## src/rtl/mem_access_unit.sv

```systemverilog
// MEM-stage data-memory initiator: extended loads, single-cycle SW, two-cycle SB/SH
// read-modify-write, illegal-access detection and access counters.
module mem_access_unit #(
    parameter int unsigned CNT_W     = 32,
    parameter int unsigned MEM_BYTES = 512
) (
    input  logic             i_clk,
    input  logic             i_rst,
    input  logic             i_req_valid,
    input  logic             i_req_we,
    input  logic [2:0]       i_req_type,
    input  logic [31:0]      i_req_addr,
    input  logic [31:0]      i_req_wdata,
    input  logic [31:0]      i_req_pc,
    output logic [31:0]      o_load_data,
    output logic             o_stall,
    output logic             o_misalign_err,
    output logic [31:0]      o_err_addr,
    output logic [CNT_W-1:0] o_ld_cnt,
    output logic [CNT_W-1:0] o_st_cnt,
    output logic [CNT_W-1:0] o_rmw_cnt,
    output logic             o_dm_we,
    output logic [31:0]      o_dm_addr,
    output logic [31:0]      o_dm_wdata,
    output logic [31:0]      o_dm_pc,
    input  logic [31:0]      i_dm_rdata
);

    typedef enum logic {StIdle, StRmwWr} state_t;

    state_t           r_state;
    state_t           w_state_next;
    logic [31:0]      r_rmw_addr;
    logic [31:0]      r_rmw_data;
    logic [31:0]      r_rmw_pc;
    logic             r_err;
    logic [31:0]      r_err_addr;
    logic [CNT_W-1:0] r_ld_cnt;
    logic [CNT_W-1:0] r_st_cnt;
    logic [CNT_W-1:0] r_rmw_cnt;

    logic             w_type_ok;
    logic             w_align_ok;
    logic             w_in_range;
    logic             w_idle_req;
    logic             w_accept;
    logic             w_reject;
    logic             w_is_sw;
    logic             w_is_rmw;
    logic [31:0]      w_aligned;
    logic [7:0]       w_byte;
    logic [15:0]      w_half;
    logic [31:0]      w_merged;

    always_comb begin
        w_type_ok  = 1'b0;
        w_align_ok = 1'b1;
        case (i_req_type)
            3'b000: w_type_ok = 1'b1;
            3'b001: begin
                w_type_ok  = 1'b1;
                w_align_ok = ~i_req_addr[0];
            end
            3'b010: begin
                w_type_ok  = 1'b1;
                w_align_ok = (i_req_addr[1:0] == 2'b00);
            end
            3'b100: w_type_ok = ~i_req_we;
            3'b101: begin
                w_type_ok  = ~i_req_we;
                w_align_ok = ~i_req_addr[0];
            end
            default: w_type_ok = 1'b0;
        endcase
    end

    assign w_in_range = (i_req_addr < 32'(MEM_BYTES));
    assign w_idle_req = (r_state == StIdle) && i_req_valid;
    assign w_accept   = w_idle_req && w_type_ok && w_align_ok && w_in_range;
    assign w_reject   = w_idle_req && !(w_type_ok && w_align_ok && w_in_range);
    assign w_is_sw    = w_accept && i_req_we && (i_req_type == 3'b010);
    assign w_is_rmw   = w_accept && i_req_we && (i_req_type != 3'b010);
    assign w_aligned  = {i_req_addr[31:2], 2'b00};
    assign w_byte     = i_dm_rdata[8*i_req_addr[1:0] +: 8];
    assign w_half     = i_dm_rdata[16*i_req_addr[1] +: 16];

    // Target lane of the read word replaced by the store data.
    always_comb begin
        w_merged = i_dm_rdata;
        if (i_req_type[0]) begin
            w_merged[16*i_req_addr[1] +: 16] = i_req_wdata[15:0];
        end else begin
            w_merged[8*i_req_addr[1:0] +: 8] = i_req_wdata[7:0];
        end
    end

    always_comb begin
        w_state_next = r_state;
        o_dm_we      = 1'b0;
        o_dm_addr    = w_aligned;
        o_dm_wdata   = i_req_wdata;
        o_dm_pc      = i_req_pc;
        o_stall      = 1'b0;
        o_load_data  = 32'h0;
        case (r_state)
            StRmwWr: begin
                // Reset in this cycle cancels the pending write.
                o_dm_we      = ~i_rst;
                o_dm_addr    = r_rmw_addr;
                o_dm_wdata   = r_rmw_data;
                o_dm_pc      = r_rmw_pc;
                w_state_next = StIdle;
            end
            default: begin
                if (w_is_sw) begin
                    o_dm_we = 1'b1;
                end else if (w_is_rmw) begin
                    o_stall      = 1'b1;
                    w_state_next = StRmwWr;
                end else if (w_accept) begin
                    case (i_req_type)
                        3'b000:  o_load_data = {{24{w_byte[7]}}, w_byte};
                        3'b001:  o_load_data = {{16{w_half[15]}}, w_half};
                        3'b100:  o_load_data = {24'h0, w_byte};
                        3'b101:  o_load_data = {16'h0, w_half};
                        default: o_load_data = i_dm_rdata;
                    endcase
                end
            end
        endcase
    end

    always_ff @(posedge i_clk) begin
        if (i_rst) begin
            r_state    <= StIdle;
            r_rmw_addr <= 32'h0;
            r_rmw_data <= 32'h0;
            r_rmw_pc   <= 32'h0;
            r_err      <= 1'b0;
            r_err_addr <= 32'h0;
            r_ld_cnt   <= '0;
            r_st_cnt   <= '0;
            r_rmw_cnt  <= '0;
        end else begin
            r_state <= w_state_next;
            if (w_reject) begin
                r_err <= 1'b1;
                if (!r_err) begin
                    r_err_addr <= i_req_addr;
                end
            end
            if (w_accept && !i_req_we) begin
                r_ld_cnt <= r_ld_cnt + CNT_W'(1);
            end
            if (w_is_rmw) begin
                r_rmw_addr <= w_aligned;
                r_rmw_data <= w_merged;
                r_rmw_pc   <= i_req_pc;
            end
            if (r_state == StRmwWr) begin
                r_st_cnt  <= r_st_cnt + CNT_W'(1);
                r_rmw_cnt <= r_rmw_cnt + CNT_W'(1);
            end else if (w_is_sw) begin
                r_st_cnt <= r_st_cnt + CNT_W'(1);
            end
        end
    end

    assign o_misalign_err = r_err;
    assign o_err_addr     = r_err_addr;
    assign o_ld_cnt       = r_ld_cnt;
    assign o_st_cnt       = r_st_cnt;
    assign o_rmw_cnt      = r_rmw_cnt;

endmodule
```

## config.mk

```make
export PLATFORM = sky130hd
export DESIGN_NAME = mem_access_unit
export DESIGN_NICKNAME = d
export VERILOG_FILES = /design/src/rtl/mem_access_unit.sv
export SDC_FILE = /design/constraint.sdc
export NUM_CORES = 1
export LEC_CHECK = 0
export BUFFER_PORTS_ARGS = -buffer_cell sky130_fd_sc_hd__buf_2
export CAP_MARGIN = 20
export CORE_MARGIN = 2
export CORE_UTILIZATION = 46
export DETAILED_ROUTE_END_ITERATION = 10
export PLACE_DENSITY = 0.76
export SLEW_MARGIN = 20
export SYNTH_ARGS = -nofsm -noshare
export SYNTH_HDL_FRONTEND = slang
export SYNTH_SLANG_ARGS = --single-unit
```

## constraint.sdc

```tcl
create_clock -name i_clk -period 3.8 [get_ports i_clk]
set_clock_uncertainty 0.2 [all_clocks]
set_input_delay 0.76 -clock i_clk [delete_from_list [all_inputs] [get_ports i_clk]]
set_output_delay 0.76 -clock i_clk [all_outputs]
set_load 0.01 [all_outputs]
```

# Word level (Yosys, flattened, before mapping)
# Cells that the tools add are included.
# totals
reg_bits	224
elab_cells	71
inputBits	135
out_inout_bits	259
# classes
n_mux	20
eq_ne	5
reduce_logical	20
add_sub_neg	5
bitwise_logic	5
n_shift	6
n_lt_le_gt_ge	1
# op_table
cell	count
$mux 32	10
$pmux 32 s4	1
$add 32x1->32 const B	3
$neg 5->34	2
$bwmux 32	2
$shift 16x34->32 const A	1
$shift 8x34->32 const A	1
$shiftx 16x34->32	1
$shiftx 8x34->32	1
$lt 32x10->1 const B	1
$shiftx 32x6->16	1
$shiftx 32x6->8	1
$logic_and 1x1->1	11
$eq 3x3->1 const B	2
$mux 1	5
$not 1->1	5
$pmux 1 s2	2
$reduce_or 2->1	2
$eq 3x1->1 const B	1
$eq 3x2->1 const B	1
$logic_not 3->1	1
$ne 3x2->1 const B	1
$reduce_or 3->1	1
$logic_not 1->1	2
other kinds (3)	3

# Longest topological paths before layout
# depth
ltp_word	11
depth_mapped	12

# Worst setup path before layout
# OpenSTA, ideal clock, no wires.
# synth_path
kind	input -> output
from	input i_req_addr[1]
to	output o_load_data[7]
arrival_ps	3277
setup_slack_ps	-437
cell_stages	10
required_ps	2840
cell_sequence	clkbuf_1 inv_1 clkbuf_1 ha_1 nor2b_1 or4_4 buf_6 clkbuf_1 buf_2 a2111oi_0
# synth_between
elab_chain_cells	9
# synth_lines
item	line_no	text
start, declared	12	input logic [31:0] i_req_addr,
parallel branches: the longest is 7 deep, another holds $lt 32x10->1	-	
$mux 32 (*)	115	if (w_is_sw) begin
$mux 32 (*)	105	case (r_state)
end, declared	15	output logic [31:0] o_load_data,
# Every way passes the cells marked *.

# Worst setup path after layout
# layout_path
from	input i_req_addr[31]
to	output o_load_data[14]
# layout_between
elab_chain_cells	7
# layout_lines
item	line_no	text
$lt 32x10->1 (*)	77	assign w_in_range = (i_req_addr < 32'(MEM_BYTES));
$logic_and 1x1->1 (*)	79	assign w_accept = w_idle_req && w_type_ok && w_align_ok && w_in_range;
$logic_and 1x1->1	81, 82	
$logic_and 1x1->1	82	assign w_is_rmw = w_accept && i_req_we && (i_req_type != 3'b010);
$mux 32	117	end else if (w_is_rmw) begin
$mux 32 (*)	115	
$mux 32 (*)	105	
# Mark *: on every way between the ends. The rest lies on a longest branch, timed or not.

==> flow_summary.html <==
<table>
<tr><th>Metric</th><th>Value</th></tr>
<tr><th colspan="2">Floorplan</th></tr>
<tr><td>Number of cell rows</td><td>58</td></tr>
<tr><td>Initial standard-cell utilization of the core</td><td>a little under half</td></tr>
<tr><td>Number of top-level pins</td><td>roughly 400</td></tr>
<tr><td>Die H</td><td>~160 um</td></tr>
<tr><td>Placeable core region</td><td>about 25000 sq um</td></tr>
<tr><td>Total die area</td><td>26900 sq um</td></tr>
<tr><td>DIE WIDTH</td><td>between 150 and 200 um</td></tr>
<tr><th colspan="2">Clocking</th></tr>
<tr><td>Clock buffer depth</td><td>3</td></tr>
<tr><td>Clock tree from TritonCTS</td><td>built</td></tr>
<tr><td>Clock Tree Root</td><td>sky130_fd_sc_hd__clkbuf_16</td></tr>
<tr><td>Clock-pin transition on the worst setup and hold timing paths</td><td>about 0.06 ns</td></tr>
<tr><td>Clock buffer count from CTS</td><td>26</td></tr>
<tr><td>H-tree Lvls</td><td>1</td></tr>
<tr><td># clock sinks</td><td>roughly 220</td></tr>
<tr><td>Insertion delay to the later sink of the worst-skew pair</td><td>approximately 0.55 ns</td></tr>
<tr><th colspan="2">Setup path</th></tr>
<tr><td>Largest driver fanout on the critical path</td><td>16</td></tr>
<tr><td>FF-to-FF Start</td><td>o_ld_cnt[2]</td></tr>
<tr><td>Worst setup EP type</td><td>output port</td></tr>
<tr><td>Type of the worst setup path</td><td>in2out</td></tr>
<tr><td>Master of the slowest instance on the critical path</td><td>sky130_fd_sc_hd__or4_4</td></tr>
<tr><td>Destination of the critical timing path</td><td>o_load_data[14]</td></tr>
<tr><td>Chain of cells forming the critical path</td><td>buf_2, nor4_2, buf_4, nand4_2, or4_4, a221oi_2, buf_2</td></tr>
<tr><td>Number of buffers and inverters on the critical path</td><td>3</td></tr>
<tr><td>Most common cell type on the critical path</td><td>sky130_fd_sc_hd__buf_2</td></tr>
<tr><td>Crit path required time</td><td>2.84 ns</td></tr>
<tr><td>CP delay by family, top</td><td>simple AND/OR/NAND/NOR gates</td></tr>
<tr><td>Launching element type of the critical path</td><td>input port</td></tr>
<tr><td>Launching element of the worst setup path</td><td>i_req_addr[31]</td></tr>
<tr><td>Endpoint of the lowest-slack register-to-register path</td><td>o_ld_cnt[21]</td></tr>
<tr><td>Critical path data arrival time</td><td>between 2 and 3 ns</td></tr>
<tr><td>Path depth of the worst reg2reg path</td><td>5</td></tr>
<tr><td>Total stage count of the critical path</td><td>7</td></tr>
<tr><td>Internal reg-to-reg setup slack</td><td>about 1.1 ns</td></tr>
<tr><td>Delay contributed by the slowest stage of the critical path</td><td>between 0.7 and 0.8 ns</td></tr>
<tr><th colspan="2">Detailed routing</th></tr>
<tr><td>Count of vias placed by the detailed router</td><td>~12000</td></tr>
<tr><td>Detailed-route wire length</td><td>between 30000 and 40000 um</td></tr>
<tr><td>Via count normalized by instance count</td><td>roughly 5.7</td></tr>
<tr><td>Residual DRC count</td><td>0</td></tr>
<tr><td>First-pass iteration count of the detailed router</td><td>5</td></tr>
<tr><td>DRC marker count from the first detailed-route iteration</td><td>around 1000</td></tr>
<tr><td>Routed Antenna Nets</td><td>0</td></tr>
<tr><td>Final routed wire length divided by cell count</td><td>18.4 um</td></tr>
<tr><th colspan="2">Final layout</th></tr>
<tr><td>Final core utilization</td><td>between 60% and 70%</td></tr>
<tr><td>Ratio of cells with drive above 1 in the final layout</td><td>between 30% and 40%</td></tr>
<tr><td>Post-synthesis to final-layout area growth</td><td>28.4%</td></tr>
<tr><td>Number of nets in the layout</td><td>1887</td></tr>
<tr><th colspan="2">Synthesis</th></tr>
<tr><td>Flops &amp; latches, synth</td><td>224</td></tr>
<tr><td>Number of enable flip-flop cells after synthesis</td><td>0</td></tr>
<tr><td>Commonest cells post-synth</td><td>sky130_fd_sc_hd__dfxtp_1 (224), sky130_fd_sc_hd__nand2_1 (183), sky130_fd_sc_hd__a21oi_1 (179)</td></tr>
<tr><td>Leading cell type by number of instances after synthesis</td><td>sky130_fd_sc_hd__dfxtp_1</td></tr>
<tr><td>Distinct cells, synth</td><td>between 60 and 70</td></tr>
<tr><td>Ys flop type</td><td>sky130_fd_sc_hd__dfxtp_1</td></tr>
<tr><td>Average size of a mapped cell</td><td>8.42 sq um</td></tr>
<tr><td>Netlist area before placement</td><td>about 12000 sq um</td></tr>
<tr><td>Sequential cell area fraction in the yosys report</td><td>around two fifths</td></tr>
<tr><td>Top area cells in the synthesized netlist</td><td>sky130_fd_sc_hd__dfxtp_1 (38%), sky130_fd_sc_hd__mux2_2 (9.2%), sky130_fd_sc_hd__a21oi_1 (7.6%)</td></tr>
<tr><td>Fraction of post-synthesis cell area in the top cell type by area</td><td>between 30% and 40%</td></tr>
<tr><td>Yosys warning count</td><td>0</td></tr>
<tr><td>Count of mapped cells out of synthesis</td><td>about 1400</td></tr>
<tr><td>Async set or reset register ratio after synthesis</td><td>0%</td></tr>
<tr><td>Largest area contributor in the netlist</td><td>sky130_fd_sc_hd__dfxtp_1</td></tr>
<tr><th colspan="2">Power and ir drop</th></tr>
<tr><td>Peak ir drop on the vdd network</td><td>roughly 0.35 mV</td></tr>
<tr><td>Static leakage</td><td>6.36 nW</td></tr>
<tr><td>Power density of the placed cells</td><td>around 380 nW/um^2</td></tr>
<tr><th colspan="2">Place</th></tr>
<tr><td>Post-DP HPWL</td><td>roughly 28000 um</td></tr>
<tr><td>Final weighted congestion of routability-driven global placement</td><td>~0.94</td></tr>
<tr><td>Port Buffer Count</td><td>391</td></tr>
<tr><td>Post-Place Worst Slack</td><td>roughly 0.096 ns</td></tr>
<tr><th colspan="2">STA</th></tr>
<tr><td>Number of hold-slack violations in the final timing report</td><td>0</td></tr>
<tr><td>Relative slew slack</td><td>40.9%</td></tr>
<tr><td>Post-route setup slack</td><td>roughly 0.089 ns</td></tr>
<tr><td>Fmax achieved</td><td>269 MHz</td></tr>
<tr><td>Actual transition at the worst max-transition pin</td><td>about 0.89 ns</td></tr>
<tr><td>Hold_ws</td><td>0.252 ns</td></tr>
<tr><td>Period utilization</td><td>between 90% and 100%</td></tr>
<tr><td>Max-slew violation total from the final report</td><td>0</td></tr>
<tr><td>Setup tns final</td><td>0 ns</td></tr>
<tr><td>Setup repair after global routing missed its margin</td><td>no</td></tr>
<tr><td>Post-layout minimum cycle time</td><td>3.71 ns</td></tr>
<tr><td>Final count of negative-setup-slack endpoints</td><td>0</td></tr>
<tr><th colspan="2">Global route</th></tr>
<tr><td>Initial antenna violation count</td><td>4</td></tr>
<tr><td>All-layer global routing usage</td><td>27.3%</td></tr>
<tr><td>Wire length of the first global-routing pass</td><td>59200 um</td></tr>
<tr><td>Largest net degree at the start of global routing</td><td>114</td></tr>
<tr><td>Vias in the first global route</td><td>~11000</td></tr>
<tr><td>Remaining Overflow, GRT</td><td>0</td></tr>
<tr><th colspan="2">Worst hold path</th></tr>
<tr><td>Hold WC Path Type</td><td>reg2reg</td></tr>
<tr><th colspan="2">Run</th></tr>
<tr><td>Maxcap violations</td><td>0</td></tr>
<tr><th colspan="2">Run status</th></tr>
<tr><td>Result of the run</td><td>complete, no violations</td></tr>
</table>
## layout by cell type (no fill, tap or decap), types with 7 or more instances in the layout
master / netlist / routed
sky130_fd_sc_hd__or3_1: 20 / 20
sky130_fd_sc_hd__mux2i_1: 64 / 64
sky130_fd_sc_hd__o21ai_0: 29 / 29
sky130_fd_sc_hd__clkbuf_16: 0 / 26
sky130_fd_sc_hd__dfxtp_1: 224 / 223
sky130_fd_sc_hd__and2_1: 28 / 28
sky130_fd_sc_hd__a21oi_1: 179 / 178
sky130_fd_sc_hd__a221oi_1: 39 / 31
sky130_fd_sc_hd__o211ai_1: 7 / 7
sky130_fd_sc_hd__a221oi_2: 0 / 8
sky130_fd_sc_hd__o31ai_1: 33 / 33
sky130_fd_sc_hd__ha_1: 8 / 8
sky130_fd_sc_hd__nand4_1: 32 / 32
sky130_fd_sc_hd__o2111ai_1: 7 / 7
sky130_fd_sc_hd__xor2_1: 22 / 22
sky130_fd_sc_hd__or4_1: 34 / 33
sky130_fd_sc_hd__buf_4: 2 / 31
sky130_fd_sc_hd__and4_1: 11 / 11
sky130_fd_sc_hd__inv_1: 51 / 51
sky130_fd_sc_hd__nand2_1: 183 / 183
sky130_fd_sc_hd__nor2_1: 86 / 86
sky130_fd_sc_hd__nor4_1: 11 / 9
sky130_fd_sc_hd__nand3_1: 31 / 31
sky130_fd_sc_hd__a41o_1: 7 / 7
sky130_fd_sc_hd__mux2_2: 96 / 96
sky130_fd_sc_hd__o221ai_1: 7 / 7
sky130_fd_sc_hd__and3_1: 17 / 17
sky130_fd_sc_hd__buf_2: 15 / 390
sky130_fd_sc_hd__xnor2_1: 8 / 8
## registers in the layout, summed over array words and instances, names as in the netlist
| register | count |
|---|---|
| r_state | 1 |
| o_ld_cnt | 32 |
| o_rmw_cnt | 32 |
| r_rmw_addr | 30 |
| o_misalign_err | 1 |
| r_rmw_pc | 32 |
| o_st_cnt | 32 |
| o_err_addr | 32 |
| r_rmw_data | 32 |
## power by group
group | total, mW | internal, mW | switching (mW)
sequential | 2.38 | 2.37 | 0.0111
clock | 2.82 | 1.79 | 1.04
combinational | 0.571 | 0.234 | 0.337
## layer usage
metal / track usage, % / vias to the layer above / share of wire (%) / routed length [um]
met2: 44.2 / 441 / 47 / 18000
met4: 9.09 / 4 / 3.3 / 1280
met5: 0 / - / 0.070 / 27
met1: 35.8 / 5698 / 43 / 16400
met3: 6.72 / 93 / 7.3 / 2810
li1: - / 5760 / - / -
## repair_timing
| action | 4_1_cts | 5_1_grt |
|---|---|---|
| buffers inserted | 0 | 0 |
| resized for setup | 0 | 3 |
| hold buffers | 0 | 0 |
| endpoints found under the setup margin | 0 | 17 |
## worst reg2reg max path, cell delays in order (launching register included)
cell and delay (ns):
sky130_fd_sc_hd__dfxtp_1 0.42, sky130_fd_sc_hd__and4_1 0.27, sky130_fd_sc_hd__and3_1 0.24, sky130_fd_sc_hd__nand4_1 0.62, sky130_fd_sc_hd__or4_1 0.72, sky130_fd_sc_hd__a21oi_1 0.15
## worst min path at each step
stage	start	endpoint	slack [ns]	depth (start not counted)
after floorplan	r_rmw_addr[10]	r_rmw_addr[10]	0.22	1
after global placement	r_rmw_addr[22]	r_rmw_addr[22]	0.24	1
final	r_rmw_pc[31]	r_rmw_pc[31]	0.25	2
after detailed placement	r_rmw_addr[24]	r_rmw_addr[24]	0.24	1
after CTS	i_req_pc[9]	r_rmw_pc[9]	0.24	3
after global routing	i_req_pc[11]	r_rmw_pc[11]	0.24	3
## cell families after synthesis
logic type / Yosys count / synth area share (%)
AOI/OAI and AO/OA: 323 / 17.0
xor gates and xnor gates: 30 / 2.23
adders and majority gates: 8 / 0.851
buffers and inverters: 160 / 5.52
DFF: 224 / 38.1
muxes: 162 / 14.9
other: 1 / 0.0319
and+or+nand+nor: 489 / 21.3
## cell type report
type                            instances  area, sq um
Fill cell                            2234        10000
Tap cell                              330          413
Sequential cell                       224         4490
Timing Repair Buffer                  426         2280
Multi-Input combinational cell       1014         6750
Inverter                               52          195
Antenna cell                            1         2.50
Clock inverter                         11          236
Clock buffer                           35          744
## per-stage QoR
| step | instance area, sq um | cells | power (mW) |
|---|---|---|---|
| after floorplan | 11800 | 1398 | 2.73 |
| after global placement | 14100 | 2046 | 2.98 |
| after detailed placement | 14100 | 2046 | 2.99 |
| after CTS | 15100 | 2092 | 5.81 |
| after global routing | 15100 | 2093 | 5.95 |
| final | 15100 | 2093 | 5.77 |
(Power assumes the default switching activity.)
